### src/rtl/write_back_unit.sv
// Write-back stage: result select, registered register-file write,
// and a DEPTH-entry output-port FIFO drained by valid/ready.
//
// Ports:
//   clk, rst          clock, async active-high reset
//   in_valid          instruction present at this stage
//   sel, src_data     source select and packed source buses
//   rd_addr           destination register
//   reg_write         instruction writes the register file
//   out_write         instruction writes the output port
//   stall             FIFO full and an OUT instruction is waiting
//   fwd_data          selected result, combinational
//   wb_en/addr/data   registered register-file write
//   port_valid/data   FIFO head, port_ready pops it
//   fifo_count        entries held
//   sel_err           sticky invalid-select flag
module write_back_unit #(
  parameter int WIDTH   = 16,
  parameter int NUM_SRC = 3,
  parameter int SEL_W   = 2,
  parameter int ADDR_W  = 3,
  parameter int DEPTH   = 4
) (
  input  logic                       clk,
  input  logic                       rst,
  input  logic                       in_valid,
  input  logic [SEL_W-1:0]           sel,
  input  logic [NUM_SRC*WIDTH-1:0]   src_data,
  input  logic [ADDR_W-1:0]          rd_addr,
  input  logic                       reg_write,
  input  logic                       out_write,
  output logic                       stall,
  output logic [WIDTH-1:0]           fwd_data,
  output logic                       wb_en,
  output logic [ADDR_W-1:0]          wb_addr,
  output logic [WIDTH-1:0]           wb_data,
  output logic                       port_valid,
  output logic [WIDTH-1:0]           port_data,
  input  logic                       port_ready,
  output logic [$clog2(DEPTH):0]     fifo_count,
  output logic                       sel_err
);

  localparam int PW = $clog2(DEPTH);
  localparam int CW = PW + 1;
  localparam logic [CW-1:0] FULL = CW'(DEPTH);

  logic [WIDTH-1:0] mem [DEPTH];
  logic [PW-1:0]    wr_ptr;
  logic [PW-1:0]    rd_ptr;
  logic [WIDTH-1:0] sel_data;
  logic             sel_ok;
  logic             full;
  logic             accept;
  logic             good;
  logic             push;
  logic             pop;

  assign sel_ok = int'(sel) < NUM_SRC;

  // Out-of-range selects fall through to zero.
  always_comb begin
    sel_data = '0;
    for (int k = 0; k < NUM_SRC; k++) begin
      if (int'(sel) == k) begin
        sel_data = src_data[k*WIDTH +: WIDTH];
      end
    end
  end

  // Combinational outputs are forced to zero while reset is held.
  assign fwd_data = rst ? '0 : sel_data;

  assign full  = (fifo_count == FULL);
  // port_ready is left out so a full FIFO stalls even while popping;
  // this keeps stall free of any combinational path from the consumer.
  assign stall = ~rst & in_valid & out_write & full;

  assign accept = in_valid & ~stall;
  assign good   = accept & sel_ok;
  assign push   = good & out_write;

  assign port_valid = (fifo_count != '0);
  assign pop        = port_valid & port_ready;
  assign port_data  = port_valid ? mem[rd_ptr] : '0;

  always_ff @(posedge clk or posedge rst) begin
    if (rst) begin
      wb_en   <= 1'b0;
      wb_addr <= '0;
      wb_data <= '0;
    end else begin
      wb_en   <= good & reg_write;
      wb_addr <= rd_addr;
      wb_data <= fwd_data;
    end
  end

  always_ff @(posedge clk or posedge rst) begin
    if (rst) begin
      wr_ptr     <= '0;
      rd_ptr     <= '0;
      fifo_count <= '0;
    end else begin
      if (push) begin
        wr_ptr <= wr_ptr + 1'b1;
      end
      if (pop) begin
        rd_ptr <= rd_ptr + 1'b1;
      end
      unique case ({push, pop})
        2'b10:   fifo_count <= fifo_count + 1'b1;
        2'b01:   fifo_count <= fifo_count - 1'b1;
        default: fifo_count <= fifo_count;
      endcase
    end
  end

  // Storage needs no reset: port_data is masked while empty.
  always_ff @(posedge clk) begin
    if (push) begin
      mem[wr_ptr] <= fwd_data;
    end
  end

  always_ff @(posedge clk or posedge rst) begin
    if (rst) begin
      sel_err <= 1'b0;
    end else if (accept & ~sel_ok) begin
      sel_err <= 1'b1;
    end
  end

endmodule

### config.mk
export PLATFORM = sky130hd
export DESIGN_NAME = write_back_unit
export DESIGN_NICKNAME = d
export VERILOG_FILES = /design/src/rtl/write_back_unit.sv
export SDC_FILE = /design/constraint.sdc
export NUM_CORES = 1
export LEC_CHECK = 0
export BUFFER_PORTS_ARGS = -buffer_cell sky130_fd_sc_hd__buf_2
export CAP_MARGIN = 40
export CORE_MARGIN = 4
export CORE_UTILIZATION = 55
export CTS_CLUSTER_DIAMETER = 120
export CTS_CLUSTER_SIZE = 8
export DETAILED_ROUTE_END_ITERATION = 16
export PLACE_DENSITY = 0.86
export SETUP_SLACK_MARGIN = 0.02
export SLEW_MARGIN = 15
export SYNTH_ARGS = -nofsm -noshare
export SYNTH_HDL_FRONTEND = slang
export SYNTH_SLANG_ARGS = --single-unit
### constraint.sdc
create_clock -name clk -period 3.26 [get_ports clk]
set_clock_uncertainty 0.2 [all_clocks]
set_input_delay 0.163 -clock clk [delete_from_list [all_inputs] [get_ports clk]]
set_output_delay 0.163 -clock clk [all_outputs]
set_load 0.005 [all_outputs]
* Word level (Yosys, flattened, before mapping) *
Memory sizes are Yosys's and may differ from the RTL's.
Cells that the tools add are included.

word-level totals
  bits in registers = 28
  output and inout port bits = 58
  memories kept = 1
  input bits = 59
  logic and storage cells = 41
  memory bits (read-only) = 0
  bits in latches = 0
  bits in writable memories = 64

memories
  name  depth  bits a word  rd ports  clocked after memory_dff  wr ports  line  source
  mem   4      16           1         0                         1         48    logic [WIDTH-1:0] mem [DEPTH];

cells by class
  shifts and indexed selects = 0
  bitwise operators = 12
  reductions and logical operators = 3
  add/sub/neg operators = 4
  multipliers = 0
  equality and inequality tests = 5
  div/mod/pow operators = 0
  multiplexer cells = 8
  magnitude comparators = 1

operators with widths
  cell                                              count
  two-way mux 16 bit                                5
  bitwise AND 1 bit                                 9
  == test 2 bit, second input constant              3
  one-hot mux 3 bit (2 select lines)                1
  adder 2 x 1 -> 2 bit, second input constant       2
  adder 3 x 1 -> 3 bit, second input constant       1
  == test 3 bit, second input constant              1
  NOT 1 bit                                         3
  nonzero test 3 bit                                1
  subtractor 3 x 1 -> 3 bit, second input constant  1
  == test 2 x 1 -> 1 bit, second input constant     1
  zero test 2 bit                                   1
  < comparator 2 bit, second input constant         1
  two-way mux 1 bit                                 2
  nonzero test 2 bit                                1

* Depth between registers and ports, before layout *
  word-level depth = 10
  depth in mapped cells = 10
  gate-level depth less buffers = 9

* Least setup slack after synthesis *
Ideal clock, no wire load.

  kind = flip-flop to flip-flop
  start = register fifo_count[0]
  end = register fifo_count[2]
  data arrival time = 1,955 ps
  buffers on the path = 0
  stages on the path, launching flop included = 10
  setup time = 79 ps
  period minus slack after synthesis = 2,235 ps
  slack = 1,025 ps
  required time = 2,981 ps
  path through = dfrtp_1 > nor4b_4 > a211oi_4 > inv_1 > ha_1 > inv_1 > fa_1 > xor2_1 > nor2_1 > xor2_1

on the way
  word-level cells in the longest chain between the ends = 8
  elaborated cells between the ends (all ways) = 14
  classes of those cells = add/sub (2); eq/ne (3); mux (1); bitwise (6); reduce/logical (2)

ends and longest elaborated chain
  what                                                                      line  source
  start: declaration                                                        40    output logic [$clog2(DEPTH):0] fifo_count,
  start signal: assignment                                                  112   2'b10: fifo_count <= fifo_count + 1'b1;
  start signal: assignment                                                  113   2'b01: fifo_count <= fifo_count - 1'b1;
  start signal: assignment                                                  114   default: fifo_count <= fifo_count;
  == test 3 bit                                                             74    assign full = (fifo_count == FULL);
  bitwise AND 1 bit                                                         77    assign stall = ~rst & in_valid & out_write & full;
  NOT 1 bit                                                                 79    assign accept = in_valid & ~stall;
  bitwise AND 1 bit                                                         79
  bitwise AND 1 bit                                                         80    assign good = accept & sel_ok;
  bitwise AND 1 bit                                                         81    assign push = good & out_write;
  == test 2 x 1 -> 1 bit or == test 2 bit (tied branches)                   111   unique case ({push, pop})
  one-hot mux 3 bit (2 select lines) or nonzero test 2 bit (tied branches)  n/a

Parallel ways exist; a longest one is shown, timed or not.
A chain may end at the register's enable or synchronous reset.

* Worst setup path in the final report *
  start = input rst
  end = register fifo_count[2]

on the way
  word-level cells in the longest chain between the ends = 10
  elaborated cells between the ends (all ways) = 12
  classes of those cells = eq/ne (2); mux (1); bitwise (8); reduce/logical (1)

ends and longest elaborated chain
  what                                                                      line  source
  start: declaration                                                        25    input logic rst,
  NOT 1 bit (*)                                                             77
  bitwise AND 1 bit (*) (3 in a row)                                        77
  NOT 1 bit (*)                                                             79
  bitwise AND 1 bit (*)                                                     79
  bitwise AND 1 bit (*)                                                     80
  bitwise AND 1 bit (*)                                                     81
  == test 2 x 1 -> 1 bit or == test 2 bit (tied branches)                   111
  one-hot mux 3 bit (2 select lines) or nonzero test 2 bit (tied branches)  n/a

Every way passes the cells marked *; elsewhere a longest branch is shown, timed or not.

==> metrics <==
DR vias=2,577; relative slew slack=50.8%; number of routed nets with antenna violations=0; leading cell types by count after synthesis=sky130_fd_sc_hd__edfxtp_1 (64), sky130_fd_sc_hd__dfrtp_1 (28), sky130_fd_sc_hd__and2_1 (20); area growth from synthesis to layout=28.3%; clock network latency to the later pin of the worst-skew pair=0.35 ns; pin slew with the least headroom to its limit=0.738 ns; fraction of the mapped netlist area in adder cells=2.10%; total I/O pin count=117; site row count=30; sequential element share of the synthesized area=66.6%; Cell variety after synth=31; Synth async-reset ratio=30.4%; P per Cell Area=635 mW/mm^2; post-layout net count=450; Routed WL per cell=18.4 um; R2R depth=8; data arrival time at the worst-slack endpoint=2.74 ns; Mapped Nets=305; Hold Path Stages=4; type of destination of the critical path=flip-flop; worst hold-check path type=in -> reg; fraction of post-synthesis cell area in the top cell type by area=48.8%; DRC violation count after routing=0; Setup TNS=0 ns; filler cell count in the final layout=426; cell chosen for the clock root=sky130_fd_sc_hd__clkbuf_8; drt initial violations=171; count of synthesis-stage warnings from yosys=0; cell type contributing the most total cell area after synthesis=sky130_fd_sc_hd__edfxtp_1; Starting Density=57.3%; worst path setup slack after routing=0.592 ns; Final Wtd Congestion=0.770; fraction of the mapped netlist area in simple logic gates=9.06%; mean cell area of the mapped netlist=16.4 sq um; Compound-Gate Fraction of Synth Area=3.02%; number of synthesized flops with an enable pin=64; via count of the first global-routing pass=2,702; upper clock frequency limit=0.375 GHz; clock transition at the register clock pins on the worst setup and hold paths after CTS=0.08 ns; gr usage total=22.0%; largest net degree at the start of global routing=21; Mapped Area=0.00394 sq mm; number of buffers added by the clock tree synthesis step=9; final routed wirelength across all metal layers=8930 um; result of the run=complete, no violations; Power Total=3.20 mW; crit path time final=2.67 ns; total congestion overflow after global routing=0; most repeated cell in the gate-level netlist after synthesis=sky130_fd_sc_hd__edfxtp_1; number of antenna violations at the first check in global routing=0; Post-Place Setup Slack=0.605 ns; final-report hold violation count=0; share of the synthesized netlist area taken by xor and xnor gates=1.34%; main combinational cell family by area after synthesis=multiplexers; number of port buffers=116; buffer levels on the longest clock path=2; RSZ-0062 raised after global routing=no; Lkg Pwr=2.18 nW; die outline area=0.00857 sq mm; die outline height=92.6 um; first-pass GRT wire length=14,100 um; Slew Limit Fails=0; Floorplan Core Area=0.00687 sq mm; Area after DPL=0.00459 sq mm; Critical Setup Path Class=in -> reg; count of antenna diodes in the layout=0; dpl hpwl=6130 um; Die Wd=92.6 um; final design area excluding fillers=0.00505 sq mm; Max Fanout on Critical Path=18; Post-CTS Setup Bufs=0; Setup-failing EPs final=0; Max-cap violations=0; startpoint types=input pin; Final Cycle Share=81.8%; post_cts resized=0; flop and latch count out of synthesis=92; Avg Vias per Cell=5.30; number of search-and-repair iterations in the first detailed-routing pass=4; Peak supply drop=390 uV; most common flop cell mapped by yosys=sky130_fd_sc_hd__edfxtp_1; H-tree levels=3; share of cell area taken by muxes after synthesis=14.5%; Worst EP required=3.33 ns; synth top area cells=sky130_fd_sc_hd__edfxtp_1 (49%), sky130_fd_sc_hd__dfrtp_1 (18%), sky130_fd_sc_hd__mux4_1 (5.3%); clock sink total=92; CTS tree=done; count of mapped cells out of synthesis=240; share of cells above drive strength 1=43.1%
-- layout make-up --
cell class                 count  area, sq um  share of cell area (%)
clock buffer                   9          124                    2.45
clock inverter                 7         67.6                    1.34
inverter                       7         26.3                   0.520
multi-input combinational    127         1180                    23.4
sequential                    92         2620                    51.9
tap                           96          120                    2.38
timing repair buffer         148          907                    18.0
-- critical path, stage by stage --
cell	delay (ns)
sky130_fd_sc_hd__dlygate4sd3_1	0.53
sky130_fd_sc_hd__buf_2	0.26
sky130_fd_sc_hd__nor4b_4	0.41
sky130_fd_sc_hd__a211oi_4	0.12
sky130_fd_sc_hd__inv_1	0.10
sky130_fd_sc_hd__ha_1	0.20
sky130_fd_sc_hd__inv_1	0.08
sky130_fd_sc_hd__fa_1	0.39
sky130_fd_sc_hd__xor2_1	0.16
sky130_fd_sc_hd__nor2_1	0.15
sky130_fd_sc_hd__xor2_1	0.18
-- power by group --
| group | internal [mW] | switching (mW) |
|---|---|---|
| logic | 0.540 | 0.421 |
| registers | 1.38 | 0.126 |
| clock network | 0.350 | 0.384 |
| total | 2.27 | 0.930 |
-- flip-flops by register name (all words and copies together), names as in the netlist --
register and cells:
fifo_count 3, mem 64, rd_ptr 2, sel_err 1
wb_addr 3, wb_data 16, wb_en 1, wr_ptr 2
-- layer usage --
| layer | share of wire (%) | GRT usage (%) | vias to the layer above |
|---|---|---|---|
| met4 | 2.5 | 9.28 | 0 |
| met5 | 0 | 0 | - |
| met3 | 7.5 | 5.12 | 18 |
| met1 | 36 | 26.1 | 1268 |
| met2 | 54 | 38.3 | 123 |
| li1 | - | - | 1168 |
-- final timing paths --
kind                                    start       endpoint  slack [ns]
worst max-delay path                      rst  fifo_count[2]        0.59
worst min-delay path              src_data[0]     wb_data[0]        0.12
worst max register to register  fifo_count[0]  fifo_count[2]        0.61
worst min register to register        sel_err        sel_err        0.28
max in group asynchronous                 rst     wb_addr[2]        1.82
min in group asynchronous                 rst     wb_data[2]        0.38
-- cell usage in the layout, fill, tap and decap left out, drive strengths merged, types with 7 or more instances in the layout --
cell and instances:
nand2 19, edfxtp 64, inv 7, and2 21, mux4 16, mux2i 17, dlygate4sd3 24, or2 16
buf 124, a21oi 16, clkbuf 9, dfrtp 28
-- per-stage QoR --
step           hold slack (ns)  instances  utilization (%)
5_1_grt                  0.130        486             73.5
4_1_cts                  0.110        484             73.1
6_report                 0.120        486             73.5
3_3_place_gp            0.0713        442             66.4
3_5_place_dp            0.0728        444             66.8
2_1_floorplan         -0.00557        240                -
-- cells by family after synthesis --
family                     count (synthesis)
AOI/OAI and AO/OA                         19
and+or+nand+nor                           62
DFF                                       92
adders and majority gates                  6
xor gates and xnor gates                   6
buffers and inverters                     21
muxes                                     34
-- timing repair --
item	in CTS	in global routing
hold endpoints to repair	32	0
hold buffers	24	0
setup endpoints to repair	0	0
Power figures use the tool's default switching activity.
